[config.mk]
export PLATFORM = sky130hd
export DESIGN_NAME = cpu_bus_dma
export DESIGN_NICKNAME = d
export VERILOG_FILES = /design/src/rtl/cpu_bus_dma.sv
export SDC_FILE = /design/constraint.sdc
export NUM_CORES = 1
export LEC_CHECK = 0
export BUFFER_PORTS_ARGS = -buffer_cell sky130_fd_sc_hd__buf_2
export CORE_MARGIN = 4
export CORE_UTILIZATION = 40
export DETAILED_ROUTE_END_ITERATION = 16
export GPL_TIMING_DRIVEN = 0
export PLACE_DENSITY_LB_ADDON = 0.1
export SYNTH_ARGS = -nofsm -noshare
export SYNTH_HDL_FRONTEND = slang
export SYNTH_SLANG_ARGS = --single-unit
[constraint.sdc]
create_clock -name i_clk -period 2.1 [get_ports i_clk]
set_input_delay 0.21 -clock i_clk [delete_from_list [all_inputs] [get_ports i_clk]]
set_output_delay 0.21 -clock i_clk [all_outputs]
set_load 0.005 [all_outputs]
[src/rtl/cpu_bus_dma.sv]
// cpu_bus_dma: multi-channel DMA bus master for the CPU-side bus.
//
// Halts the 6502 through RDY, waits for a read cycle, takes the bus and moves
// bytes as READ/WRITE pairs, then hands the bus back with a one-cycle done
// pulse for the finished channel. Channel 0 has the highest priority, and a
// granted channel always runs to completion.
//
// Ports:
//   i_clk, i_reset_n       clock (rising edge), synchronous active-low reset
//   i_start[NUM_CH]        per-channel start strobe (ignored while busy)
//   i_src_addr/i_dst_addr  packed per-channel start addresses
//   i_len                  packed per-channel byte counts (0 = no bus cycles)
//   i_dst_fixed            per-channel: destination address does not advance
//   i_cpu_rw               CPU rw output; the halt takes effect on a read cycle
//   i_data                 bus read data
//   o_rw/o_address/o_data  bus drive while owned
//   o_bus_en               DMA owns the bus
//   o_cpu_halt             pull CPU RDY low
//   o_busy, o_done         per-channel pending/active flags and done pulse
//
// Optional build macro CPU_BUS_DMA_ALIGN_EN adds an ALIGN state between HALT
// and READ so the first READ lands on an even cycle of a free-running parity bit.
module cpu_bus_dma #(
    parameter int ADDR_W = 16,
    parameter int DATA_W = 8,
    parameter int NUM_CH = 2,
    parameter int LEN_W  = 9
) (
    input  logic                     i_clk,
    input  logic                     i_reset_n,
    input  logic [NUM_CH-1:0]        i_start,
    input  logic [NUM_CH*ADDR_W-1:0] i_src_addr,
    input  logic [NUM_CH*ADDR_W-1:0] i_dst_addr,
    input  logic [NUM_CH*LEN_W-1:0]  i_len,
    input  logic [NUM_CH-1:0]        i_dst_fixed,
    input  logic                     i_cpu_rw,
    input  logic [DATA_W-1:0]        i_data,
    output logic                     o_rw,
    output logic [ADDR_W-1:0]        o_address,
    output logic [DATA_W-1:0]        o_data,
    output logic                     o_bus_en,
    output logic                     o_cpu_halt,
    output logic [NUM_CH-1:0]        o_busy,
    output logic [NUM_CH-1:0]        o_done
);

    localparam int CH_W = (NUM_CH > 1) ? $clog2(NUM_CH) : 1;

    typedef enum logic [2:0] {
        S_IDLE  = 3'd0,
        S_HALT  = 3'd1,
`ifdef CPU_BUS_DMA_ALIGN_EN
        S_ALIGN = 3'd2,
`endif
        S_READ  = 3'd3,
        S_WRITE = 3'd4,
        S_DONE  = 3'd5
    } state_t;

    state_t state_reg, state_next;

    // Per-channel latched configuration, exposed as arrays for the grant mux.
    logic [NUM_CH-1:0] busy_vec;
    logic [NUM_CH-1:0] clear_vec;
    logic [NUM_CH-1:0] cfg_fixed;
    logic [ADDR_W-1:0] cfg_src [NUM_CH];
    logic [ADDR_W-1:0] cfg_dst [NUM_CH];
    logic [LEN_W-1:0]  cfg_len [NUM_CH];

    // Working copy of the granted channel.
    logic [CH_W-1:0]   ch_reg;
    logic [ADDR_W-1:0] src_reg;
    logic [ADDR_W-1:0] dst_reg;
    logic [LEN_W-1:0]  rem_reg;
    logic              fixed_reg;
    logic [DATA_W-1:0] byte_reg;

    // Last driven bus values, held while the bus is not owned.
    logic [ADDR_W-1:0] addr_last_reg;
    logic [DATA_W-1:0] data_last_reg;

    logic              grant_valid;
    logic [CH_W-1:0]   grant_ch;

`ifdef CPU_BUS_DMA_ALIGN_EN
    logic parity_reg;

    always_ff @(posedge i_clk) begin
        if (!i_reset_n) begin
            parity_reg <= 1'b0;
        end else begin
            parity_reg <= ~parity_reg;
        end
    end
`endif

    genvar gi;
    generate
        for (gi = 0; gi < NUM_CH; gi++) begin : g_ch
            logic              busy_ch_reg;
            logic [ADDR_W-1:0] src_ch_reg;
            logic [ADDR_W-1:0] dst_ch_reg;
            logic [LEN_W-1:0]  len_ch_reg;
            logic              fixed_ch_reg;

            // A start while busy (including the done cycle) is dropped.
            always_ff @(posedge i_clk) begin
                if (!i_reset_n) begin
                    busy_ch_reg  <= 1'b0;
                    src_ch_reg   <= '0;
                    dst_ch_reg   <= '0;
                    len_ch_reg   <= '0;
                    fixed_ch_reg <= 1'b0;
                end else if (i_start[gi] && !busy_ch_reg) begin
                    busy_ch_reg  <= 1'b1;
                    src_ch_reg   <= i_src_addr[gi*ADDR_W +: ADDR_W];
                    dst_ch_reg   <= i_dst_addr[gi*ADDR_W +: ADDR_W];
                    len_ch_reg   <= i_len[gi*LEN_W +: LEN_W];
                    fixed_ch_reg <= i_dst_fixed[gi];
                end else if (clear_vec[gi]) begin
                    busy_ch_reg  <= 1'b0;
                end
            end

            assign clear_vec[gi] = (state_reg == S_DONE) && (ch_reg == CH_W'(gi));
            assign busy_vec[gi]  = busy_ch_reg;
            assign cfg_src[gi]   = src_ch_reg;
            assign cfg_dst[gi]   = dst_ch_reg;
            assign cfg_len[gi]   = len_ch_reg;
            assign cfg_fixed[gi] = fixed_ch_reg;
        end
    endgenerate

    // Lowest-index pending channel wins.
    always_comb begin
        grant_valid = 1'b0;
        grant_ch    = '0;
        for (int i = NUM_CH - 1; i >= 0; i--) begin
            if (busy_vec[i]) begin
                grant_valid = 1'b1;
                grant_ch    = CH_W'(i);
            end
        end
    end

    // State register
    always_ff @(posedge i_clk) begin
        if (!i_reset_n) begin
            state_reg <= S_IDLE;
        end else begin
            state_reg <= state_next;
        end
    end

    // Next-state logic
    always_comb begin
        state_next = state_reg;
        case (state_reg)
            S_IDLE: begin
                if (grant_valid) begin
                    state_next = (cfg_len[grant_ch] == '0) ? S_DONE : S_HALT;
                end
            end
            S_HALT: begin
                // RDY only stalls the 6502 on a read cycle.
                if (i_cpu_rw) begin
`ifdef CPU_BUS_DMA_ALIGN_EN
                    state_next = S_ALIGN;
`else
                    state_next = S_READ;
`endif
                end
            end
`ifdef CPU_BUS_DMA_ALIGN_EN
            S_ALIGN: begin
                // Next cycle is even when the current parity is odd.
                if (parity_reg) begin
                    state_next = S_READ;
                end
            end
`endif
            S_READ:  state_next = S_WRITE;
            S_WRITE: state_next = (rem_reg > LEN_W'(1)) ? S_READ : S_DONE;
            S_DONE:  state_next = S_IDLE;
            default: state_next = S_IDLE;
        endcase
    end

    // Transfer datapath
    always_ff @(posedge i_clk) begin
        if (!i_reset_n) begin
            ch_reg        <= '0;
            src_reg       <= '0;
            dst_reg       <= '0;
            rem_reg       <= '0;
            fixed_reg     <= 1'b0;
            byte_reg      <= '0;
            addr_last_reg <= '0;
            data_last_reg <= '0;
        end else begin
            case (state_reg)
                S_IDLE: begin
                    if (grant_valid) begin
                        ch_reg    <= grant_ch;
                        src_reg   <= cfg_src[grant_ch];
                        dst_reg   <= cfg_dst[grant_ch];
                        rem_reg   <= cfg_len[grant_ch];
                        fixed_reg <= cfg_fixed[grant_ch];
                    end
                end
                S_READ: begin
                    byte_reg      <= i_data;
                    addr_last_reg <= src_reg;
                end
                S_WRITE: begin
                    addr_last_reg <= dst_reg;
                    data_last_reg <= byte_reg;
                    src_reg       <= src_reg + ADDR_W'(1);
                    if (!fixed_reg) begin
                        dst_reg <= dst_reg + ADDR_W'(1);
                    end
                    rem_reg       <= rem_reg - LEN_W'(1);
                end
                default: begin
                end
            endcase
        end
    end

    // Output logic
    always_comb begin
        o_rw       = 1'b1;
        o_address  = addr_last_reg;
        o_data     = data_last_reg;
        o_bus_en   = 1'b0;
        o_cpu_halt = 1'b0;
        o_busy     = busy_vec;
        o_done     = '0;
        case (state_reg)
            S_HALT: begin
                o_cpu_halt = 1'b1;
            end
`ifdef CPU_BUS_DMA_ALIGN_EN
            S_ALIGN: begin
                o_cpu_halt = 1'b1;
            end
`endif
            S_READ: begin
                o_cpu_halt = 1'b1;
                o_bus_en   = 1'b1;
                o_address  = src_reg;
            end
            S_WRITE: begin
                o_cpu_halt = 1'b1;
                o_bus_en   = 1'b1;
                o_rw       = 1'b0;
                o_address  = dst_reg;
                o_data     = byte_reg;
            end
            S_DONE: begin
                o_done[ch_reg] = 1'b1;
            end
            default: begin
            end
        endcase
    end

endmodule
==> impl_metrics.py, run 1 <==
metrics = {
    "finish": {
        "seqCellArea_um2": 3280,
        "antenna_cells": 0,
        "layout_commonest_cell": "nand2_1",
        "drive_gt1_share_pct": 22.4,
        "area_growth_pct": 26.0,
        "final_cell_mix": "300 x nand2_1, 163 x dfxtp_1, 143 x a21oi_1",
        "nets": 1242,
        "fillCellCount": 1897,
        "fin_util_pct": 51.5,
        "final_cells": 1383,
        "multi_input_area_um2": 3890,
    },
    "power_and_ir_drop": {
        "leakagePower_nw": 3.76,
        "vdd_ir_drop_max_v": 0.000741,
        "p_per_area_nw_per_um2": 852,
        "report.power.total_w": 0.00790,
    },
    "job": {
        "drv_cap": 0,
    },
    "clock_tree": {
        "clock_path_buffers": 2,
        "cts_tree": "done",
        "clk_latency_ns": 0.43,
        "clk_pin_slew_worst_paths_ns": 0.07,
        "clkSinkCount": 164,
        "h-tree-depth": 4,
        "clockRootBuffer": "clkbuf_16",
        "cts_buffers": 17,
    },
    "critical_path": {
        "cp.required_ns": 1.89,
        "timing.rr.start": "g_ch[0].busy_ch_reg$_SDFFE_PN0P_",
        "cp-end-kind": "primary output",
        "path_max_fanout": 7,
        "r2r-end": "dst_reg[4]$_SDFFE_PN0P_",
        "worst_ep_arrival_time_ns": 1.89,
        "r2r.worst_path.cells": 8,
        "path_class": "reg2out",
        "cp-startpoint": "state_reg[2]$_SDFFE_PN0P_",
        "cp-start-kind": "flip-flop",
        "ff2ff_setup_slack_ns": 0.05,
        "crit_path_end": "o_address[3]",
    },
    "logic_synthesis": {
        "synth_area_per_cell_um2": 7.50,
        "synthCells": 981,
        "synth_seq_cells": 164,
        "async_flop_share_pct": 0,
        "syn_nets": 1082,
        "synth_edf_count": 0,
        "yosysSeqAreaShare_pct": 44.6,
        "syn-cell-area_um2": 7360,
        "ys.flop_type": "dfxtp_1",
        "yosys_warnings": 0,
        "ys_types": 58,
    },
    "timing": {
        "finalCritPeriodShare_pct": 100,
        "worst_slack_ns": -0.00152,
        "rsz0062_at_grt": "yes",
        "hold_viol": 0,
        "worstMarginPinSlew_ns": 0.706,
        "max_slew_margin_pct": 52.9,
        "clock-skew-final_ns": 0.0104,
        "fin_crit_ns": 2.10,
        "slew_viol_final": 0,
        "max_freq_ghz": 0.476,
        "setup_tns_ns": -0.00152,
        "finalSetupViolations": 1,
    },
    "detailed_routing": {
        "routed_wl_um": 24400,
        "dr_wl_met2_um": 11000,
        "postRouteAntennaNets": 0,
        "top_layer": "met4",
        "vias": 7366,
        "met1_length_um": 11700,
        "wl_met3_um": 1430,
        "wl_per_cell_um": 17.6,
        "vias_per_cell": 5.33,
        "drt_iter0_markers": 668,
        "remaining_drc_errors": 0,
        "dr.pass1.iters": 6,
    },
    "floorplanning": {
        "die_h_um": 144,
        "rows": 49,
        "die_w_um": 144,
        "ios": 128,
        "start_util_pct": 40.8,
        "core_um2": 18000,
        "dieArea_um2": 20600,
    },
    "hold_path": {
        "hp-start": "i_dst_addr[4]",
        "hold_path.class": "in2reg",
    },
    "place": {
        "port_buffers": 127,
        "routabilityCongestion": 0.911,
        "post-dp-hpwl_um": 17900,
        "placed_cells_incl_taps": 1337,
        "pre_cts_ws_ns": -0.412,
    },
    "grt": {
        "grt_pass1_wl_um": 36800,
        "grt_start_max_net_pins": 17,
        "gr-usage-all-layers_pct": 23.3,
        "grt_overflow": 0,
        "antenna_found_initial": 0,
        "grt_pass1_vias": 6643,
    },
    "run_status": {
        "status": "finished, violations left",
        "failed_checks": "negative setup slack",
    },
}
[worst max-delay path: stages (launching register included)]
cell and delay [ns]:
dfxtp_2 0.32, buf_6 0.11, nor3b_4 0.14, buf_6 0.14, buf_6 0.12, nor2_4 0.22, buf_6 0.18, nand2_2 0.05
nand2_2 0.08, buf_6 0.09
[how the worst min path moves through the flow]
stage / to / slack, ns / depth (start not counted)
after floorplan: byte_reg[0]$_SDFFE_PN0N_ / 0.35 / 2
after global placement: byte_reg[6]$_SDFFE_PN0N_ / 0.44 / 2
after detailed placement: g_ch[0].src_ch_reg[13]$_SDFFE_PN0P_ / 0.45 / 2
after CTS: g_ch[0].dst_ch_reg[4]$_SDFFE_PN0P_ / 0.0003 / 3
after global routing: g_ch[1].len_ch_reg[8]$_SDFFE_PN0P_ / 0.006 / 3
final: g_ch[0].dst_ch_reg[4]$_SDFFE_PN0P_ / 0.007 / 3
[logic make-up after synthesis]
| logic type | count (synthesis) | synth area share, % |
|---|---|---|
| flops | 164 | 44.6 |
| simple gates | 457 | 27.0 |
| buf+inv | 89 | 5.03 |
| mux | 19 | 2.60 |
| xor+xnor | 1 | 0.119 |
| fa+ha+maj | 4 | 0.680 |
| compound gates | 247 | 19.9 |
[Yosys cell counts (all sizes together) (6+ instances only)]
master | n | area share [%]
nor3 | 15 | 1.2
nor2 | 33 | 1.8
o21a | 7 | 0.71
o211ai | 8 | 0.82
nand2 | 318 | 16
nor4 | 7 | 0.60
nand3 | 19 | 1.3
and3 | 12 | 1.0
mux2i | 18 | 2.4
a31oi | 13 | 1.1
a21oi | 143 | 9.7
a22oi | 15 | 1.5
buf | 26 | 1.8
dfxtp | 164 | 45
nand4 | 11 | 0.94
and2 | 19 | 1.6
or3 | 6 | 0.51
o21ai | 20 | 1.4
clkbuf | 54 | 2.8
inv | 9 | 0.46
o22ai | 11 | 0.94
[final cells by class]
cell class / count / share of cell area, %
buffer: 77 / 4.55
clock buffer: 21 / 5.07
clock inverter: 11 / 0.836
inverter: 9 / 0.364
multi-input combinational: 728 / 42.0
sequential: 164 / 35.4
tap: 229 / 3.09
timing repair buffer: 144 / 8.68
[per-stage QoR]
step / hold slack (ns) / cell area [um2]
6_report: 0.00714 / 9270
5_1_grt: 0.00578 / 9270
4_1_cts: 0.000274 / 8980
3_5_place_dp: 0.447 / 8280
3_3_place_gp: 0.443 / 8280
2_1_floorplan: 0.346 / 7360
[timing repair]
item / in CTS / in global routing
endpoints found under the setup margin: 43 / 48
hold buffers: 2 / 0
gates resized for setup: 39 / 68
endpoints found under the hold margin: 2 / 0
pin swaps: 2 / 11
buffers inserted: 2 / 12
cloned: 0 / 1
[layer usage]
layer  vias up  track usage (%)
li1       3708                -
met1      3411             33.7
met2       221             35.9
met3        26             4.56
met4         0             5.80
met5         -                0
[power breakdown]
| part | internal, W | switching, W | leakage [nW] |
|---|---|---|---|
| combinational | 0.000559 | 0.000913 | 2.16 |
| clock | 0.00161 | 0.00131 | 0.265 |
| sequential | 0.00332 | 0.000195 | 1.34 |
No activity file was read; power rests on OpenSTA's default activity.
==> inputs of run 2 (changes only) <==
--- a/config.mk
+++ b/config.mk
@@ -7,7 +7,7 @@
 export LEC_CHECK = 0
 export BUFFER_PORTS_ARGS = -buffer_cell sky130_fd_sc_hd__buf_2
 export CORE_MARGIN = 4
-export CORE_UTILIZATION = 40
+export CORE_UTILIZATION = 55
 export DETAILED_ROUTE_END_ITERATION = 16
 export GPL_TIMING_DRIVEN = 0
 export PLACE_DENSITY_LB_ADDON = 0.1
==> run 2 against run 1 <==
- power increased by 0.67%
- highest routed layer unchanged
- worst hold slack lost 0.013 ns
- largest cell class unchanged
- register-to-register slack improved by 0.03 ns
- final cell count fell by 5.0%
- global-route usage is 6.6 points higher
- fmax is 0.50% higher
- count of clock-buffer cells in the layout rose by 2
- the run ends with negative hold slack left
- worst setup slack better by 0.010 ns
- sequential share of layout area grew 0.82 points
- combinational power fell by 3%
==> impl_metrics.py, run 2 (synthesis gave the netlist of run 1 again) <==
metrics = {
    "run_status": {
        "status": "finished, violations left",
        "failed_checks": "negative hold slack",
    },
    "timing": {
        "clock-skew-final_ns": 0.0129,
        "max_freq_ghz": 0.478,
        "worst_slack_ns": 0.00885,
        "finalCritPeriodShare_pct": 99.6,
        "fin_crit_ns": 2.09,
        "rsz0062_at_grt": "yes",
        "timing.hold.ws_ns": -0.00574,
        "max_slew_margin_pct": 54.8,
        "hold_viol": 6,
        "finalSetupViolations": 0,
        "slew_viol_final": 0,
        "worstMarginPinSlew_ns": 0.678,
    },
    "detailed_routing": {
        "remaining_drc_errors": 0,
        "drt_iter0_markers": 698,
        "vias": 7533,
        "vias_per_cell": 5.73,
        "routed_wl_um": 23000,
        "dr.pass1.iters": 5,
        "postRouteAntennaNets": 0,
        "wl_per_cell_um": 17.5,
    },
    "critical_path": {
        "cp-end-kind": "primary output",
        "crit_top_cell": "buf_6",
        "path_class": "reg2out",
        "cp.required_ns": 1.89,
        "worst-path-buf-inv": 4,
        "path_max_fanout": 10,
        "cp_cell_sequence": "buf_6 -> nor3b_4 -> buf_6 -> clkbuf_4 -> a22oi_2 -> nand2_1 -> buf_2",
        "slowest_delay_ns": 0.31,
        "worst_ep_arrival_time_ns": 1.88,
        "cp_slowest_cell": "dfxtp_2",
        "cp_top_family": "buffers and inverters",
        "cp-start-kind": "flip-flop",
    },
    "finish": {
        "area_growth_pct": 23.4,
        "nets": 1231,
        "layout_commonest_cell": "nand2_1",
        "antenna_cells": 0,
        "finalInstanceArea_um2": 9080,
        "fin_util_pct": 70.5,
        "drive_gt1_share_pct": 21.3,
        "final_cell_mix": "307 x nand2_1, 159 x dfxtp_1, 143 x a21oi_1",
    },
    "grt": {
        "grt_pass1_wl_um": 35200,
        "grt_overflow": 0,
        "antenna_found_initial": 0,
        "grt_pass1_vias": 6821,
        "met2_usage_pct": 45.8,
        "grt_util_met3_pct": 6.63,
        "grt_start_max_net_pins": 19,
        "top_usage_layer": "met2",
        "grt_util_met1_pct": 41.6,
        "gr-usage-all-layers_pct": 29.9,
    },
    "power_and_ir_drop": {
        "vdd_ir_drop_max_v": 0.000689,
        "leakagePower_nw": 3.71,
        "p_seq_share_pct": 44.2,
        "sw_frac_of_total_pct": 29.6,
        "pwr-share-comb_pct": 17.9,
        "p_clk_share_pct": 37.9,
        "report.power.total_w": 0.00795,
        "p_int_w": 0.00560,
        "p_per_area_nw_per_um2": 876,
        "p_switching_w": 0.00235,
    },
    "clock_tree": {
        "cts_tree": "done",
        "clockRootBuffer": "clkbuf_16",
        "h-tree-depth": 4,
        "clock_path_buffers": 2,
        "clk_latency_ns": 0.45,
        "clk_pin_slew_worst_paths_ns": 0.06,
        "clkSinkCount": 164,
        "cts_buffers": 17,
    },
    "hold_path": {
        "hold_path.class": "in2reg",
    },
    "floorplanning": {
        "dieArea_um2": 15300,
        "die_w_um": 124,
        "core_um2": 12900,
        "ios": 128,
        "die_h_um": 124,
        "start_util_pct": 57.1,
        "rows": 41,
    },
    "place": {
        "pre_cts_ws_ns": -0.152,
        "port_buffers": 127,
        "routabilityCongestion": 0.988,
        "post-dp-hpwl_um": 16400,
        "placed_area_um2": 8210,
    },
    "job": {
        "drv_cap": 0,
    },
}
[run 2: per-stage QoR]
stage	setup TNS, ns	std cells
final	0	1314
after global routing	-0.173	1314
after CTS	-0.403	1309
after detailed placement	-1.16	1280
after global placement	-1.40	1280
after floorplan	0	981
[run 2: layout make-up]
type | count | area [um2]
clock buffer | 23 | 488
multi-input combinational | 728 | 3860
clock inverter | 8 | 75.1
timing repair buffer | 133 | 701
sequential | 164 | 3290
tap | 172 | 215
inverter | 9 | 36.3
buffer | 77 | 415
fill | 1107 | 3800
[run 2: worst paths after layout]
path	endpoint	depth (start not counted)	slack [ns]	from
worst min-delay path	g_ch[1].dst_ch_reg[8]$_SDFFE_PN0P_	3	-0.006	i_dst_addr[24]
worst min register to register	g_ch[0].src_ch_reg[6]$_SDFFE_PN0P_	2	0.45	g_ch[0].src_ch_reg[6]$_SDFFE_PN0P_
worst max register to register	dst_reg[12]$_SDFFE_PN0P_	8	0.08	state_reg[2]$_SDFFE_PN0P_
worst max-delay path	o_address[15]	7	0.009	state_reg[2]$_SDFFE_PN0P_
[run 2: repair_timing]
action | in CTS | in global routing
buffers inserted | 1 | 4
setup endpoints to repair | 39 | 60
cloned | 0 | 1
resized for setup | 20 | 70
hold buffers | 0 | 0
pin swaps | 0 | 5
endpoints found under the hold margin | 0 | 0
[run 2: worst register-to-register path: cells and delay by family (launching register included)]
kind / cells / cell delay, ns
simple gates: 1 / 0.19
flops: 1 / 0.32
buf+inv: 4 / 0.91
compound gates: 3 / 0.47
[run 2: routing by layer]
| metal | part of all wire [%] | wire length [um] | up-vias |
|---|---|---|---|
| met2 | 44 | 10200 | 381 |
| met4 | 2.1 | 477 | 0 |
| met5 | 0 | 0 | - |
| met1 | 43 | 9970 | 3435 |
| met3 | 10 | 2330 | 45 |
| li1 | - | - | 3672 |
[run 2: power by group through the flow]
stage / registers [W] / clock network (W) / logic [W]
finish: 0.00352 / 0.00301 / 0.00142
global route: 0.00354 / 0.00313 / 0.00155
CTS: 0.00349 / 0.00300 / 0.00131
detailed placement: 0.00355 / 0 / 0.00129
global placement: 0.00355 / 0 / 0.00127
floorplan: 0.00349 / 0 / 0.000863
==> inputs of run 3 (changes only) <==
--- a/config.mk
+++ b/config.mk
@@ -9,7 +9,8 @@
 export CORE_MARGIN = 4
 export CORE_UTILIZATION = 55
 export DETAILED_ROUTE_END_ITERATION = 16
-export GPL_TIMING_DRIVEN = 0
+export GPL_ROUTABILITY_DRIVEN = 1
+export GPL_TIMING_DRIVEN = 1
 export PLACE_DENSITY_LB_ADDON = 0.1
 export SYNTH_ARGS = -nofsm -noshare
 export SYNTH_HDL_FRONTEND = slang
==> run 3 against run 2 <==
- the run now ends clean
- worst hold slack better by 0.024 ns
- via count is 4.5% lower
- wire length down 12%
==> impl_metrics.py, run 3 (synthesis gave the netlist of run 1 again) <==
metrics = {
    "run_status": {
        "status": "finished clean",
    },
    "grt": {
        "grt_start_max_net_pins": 52,
        "gr-usage-all-layers_pct": 26.6,
        "grt_overflow": 0,
        "grt_pass1_vias": 6387,
        "antenna_found_initial": 0,
        "grt_pass1_wl_um": 32100,
    },
    "place": {
        "routabilityCongestion": 0.933,
        "post-dp-hpwl_um": 14200,
        "port_buffers": 127,
        "placed_area_um2": 8300,
        "pre_cts_ws_ns": 0.251,
    },
    "critical_path": {
        "cp.required_ns": 1.89,
        "r2r-end": "rem_reg[7]$_SDFFE_PN0P_",
        "path_max_fanout": 9,
        "ff2ff_setup_slack_ns": 0.15,
        "cp_cell_sequence": "buf_4 -> and3b_2 -> buf_4 -> a221o_1 -> buf_2",
        "cp-end-kind": "primary output",
        "timing.rr.start": "state_reg[0]$_SDFFE_PN0P_",
        "crit_top_cell": "buf_4",
        "slowest_delay_ns": 0.37,
        "path_class": "reg2out",
        "worst_ep_arrival_time_ns": 1.86,
        "r2r.worst_path.cells": 8,
        "cp_slowest_cell": "dfxtp_4",
        "cp-start-kind": "flip-flop",
    },
    "clock_tree": {
        "clockRootBuffer": "clkbuf_16",
        "clk_pin_slew_worst_paths_ns": 0.06,
        "hold_buffers": 0,
        "clock_path_buffers": 2,
        "clkSinkCount": 164,
        "clk_latency_ns": 0.42,
        "cts_buffers": 17,
        "cts_tree": "done",
        "h-tree-depth": 4,
    },
    "timing": {
        "clock-skew-final_ns": 0.00771,
        "max_slew_margin_pct": 71.9,
        "rsz0062_at_grt": "yes",
        "worst_slack_ns": 0.0289,
        "max_freq_ghz": 0.483,
        "finalCritPeriodShare_pct": 98.6,
        "hold_viol": 0,
        "slew_viol_final": 0,
        "worstMarginPinSlew_ns": 0.418,
        "fin_crit_ns": 2.07,
        "finalSetupViolations": 0,
    },
    "power_and_ir_drop": {
        "pwr-share-comb_pct": 16.9,
        "vdd_ir_drop_max_v": 0.000555,
        "p_switching_w": 0.00219,
        "p_int_w": 0.00578,
        "sw_frac_of_total_pct": 27.5,
        "p_clk_share_pct": 39.0,
        "p_per_area_nw_per_um2": 884,
        "leakagePower_nw": 3.75,
        "p_seq_share_pct": 44.2,
    },
    "floorplanning": {
        "die_w_um": 124,
        "rows": 41,
        "die_h_um": 124,
        "core_um2": 12900,
        "ios": 128,
        "dieArea_um2": 15300,
        "start_util_pct": 57.1,
    },
    "hold_path": {
        "hold_path.class": "in2reg",
        "hold_path_end": "g_ch[1].len_ch_reg[0]$_SDFFE_PN0P_",
        "hp-start": "i_len[9]",
        "holdPathStages": 3,
    },
    "finish": {
        "layout_commonest_cell": "nand2_1",
        "finalInstanceArea_um2": 9020,
        "antenna_cells": 0,
        "drive_gt1_share_pct": 20.7,
        "area_growth_pct": 22.6,
        "nets": 1196,
        "final_cell_mix": "318 x nand2_1, 161 x dfxtp_1, 143 x a21oi_1",
    },
    "detailed_routing": {
        "vias": 7196,
        "wl_per_cell_um": 15.9,
        "routed_wl_um": 20300,
        "remaining_drc_errors": 0,
        "vias_per_cell": 5.62,
        "drt_iter0_markers": 524,
        "postRouteAntennaNets": 0,
        "dr.pass1.iters": 5,
    },
    "job": {
        "drv_cap": 0,
    },
}
## run 3: cell types whose count changed in the layout (fill, tap and decap cells not counted), moves of 5 or more
cell	previous run	this run
clkbuf_4	5	0
clkbuf_2	7	0
buf_4	5	34
clkbuf_1	46	2
nand2_1	307	318
buf_12	2	7
buf_2	136	127
a22oi_1	3	11
a22oi_2	12	4
nand2_2	11	0
## run 3: critical path, delay by kind of cell, from the launching register on
family                 cells  cell delay [ns]
AO/OA/AOI/OAI              1             0.35
buffers and inverters      3             0.47
flip-flops                 1             0.37
AND/OR/NAND/NOR            1             0.25
## run 3: metrics by stage
stage	util [%]	setup TNS, ns	hold WS [ns]	std cells	power [W]
2_1_floorplan	-	0	0.346	981	0.00436
3_3_place_gp	64.4	0	0.442	1243	0.00484
3_5_place_dp	64.4	0	0.446	1243	0.00486
4_1_cts	69.5	-0.000767	0.00391	1277	0.00796
5_1_grt	70.1	-0.136	0.0150	1280	0.00830
6_report	70.1	0	0.0187	1280	0.00798
## run 3: what timing repair did
item / in CTS / in global routing
setup buffers: 2 / 2
endpoints found under the setup margin: 26 / 24
pin swaps: 1 / 4
gates resized for setup: 10 / 11
cloned: 0 / 1
## run 3: power by group through the flow
stage / clock [W] / combinational, W / sequential, W
2_1_floorplan: 0 / 0.000863 / 0.00349
3_3_place_gp: 0 / 0.00127 / 0.00357
3_5_place_dp: 0 / 0.00128 / 0.00358
4_1_cts: 0.00314 / 0.00131 / 0.00351
5_1_grt: 0.00327 / 0.00148 / 0.00355
6_report: 0.00311 / 0.00134 / 0.00352
## run 3: worst max path at each step
stage                                           startpoint                       end  slack [ns]  cells after the start
after floorplan                    rem_reg[2]$_SDFFE_PN0P_   rem_reg[7]$_SDFFE_PN0P_        0.34                      4
after global placement    g_ch[1].busy_ch_reg$_SDFFE_PN0P_  dst_reg[14]$_SDFFE_PN0P_        0.29                      6
after detailed placement         state_reg[0]$_SDFFE_PN0P_  src_reg[12]$_SDFFE_PN0P_        0.25                      5
after CTS                        state_reg[0]$_SDFFE_PN0P_             o_address[11]     -0.0008                      6
after global routing             state_reg[1]$_SDFFE_PN0P_              o_address[0]       -0.05                      6
final                            state_reg[1]$_SDFFE_PN0P_             o_address[14]        0.03                      5
## run 3: layout make-up
type                    instances  area [um2]
clock buffers                  24         502
clock inverters                 8        97.6
fillers                      1132        3850
inverters                       9        37.5
multi-input cells             728        3750
flip-flops and latches        164        3290
well taps                     172         215
repair buffers                175        1120
## run 3: layer usage
metal	GRT usage, %	wire [um]
met4	9.76	387
met5	0	0
met1	38.2	9530
met3	6.18	1570
met2	38.9	8810
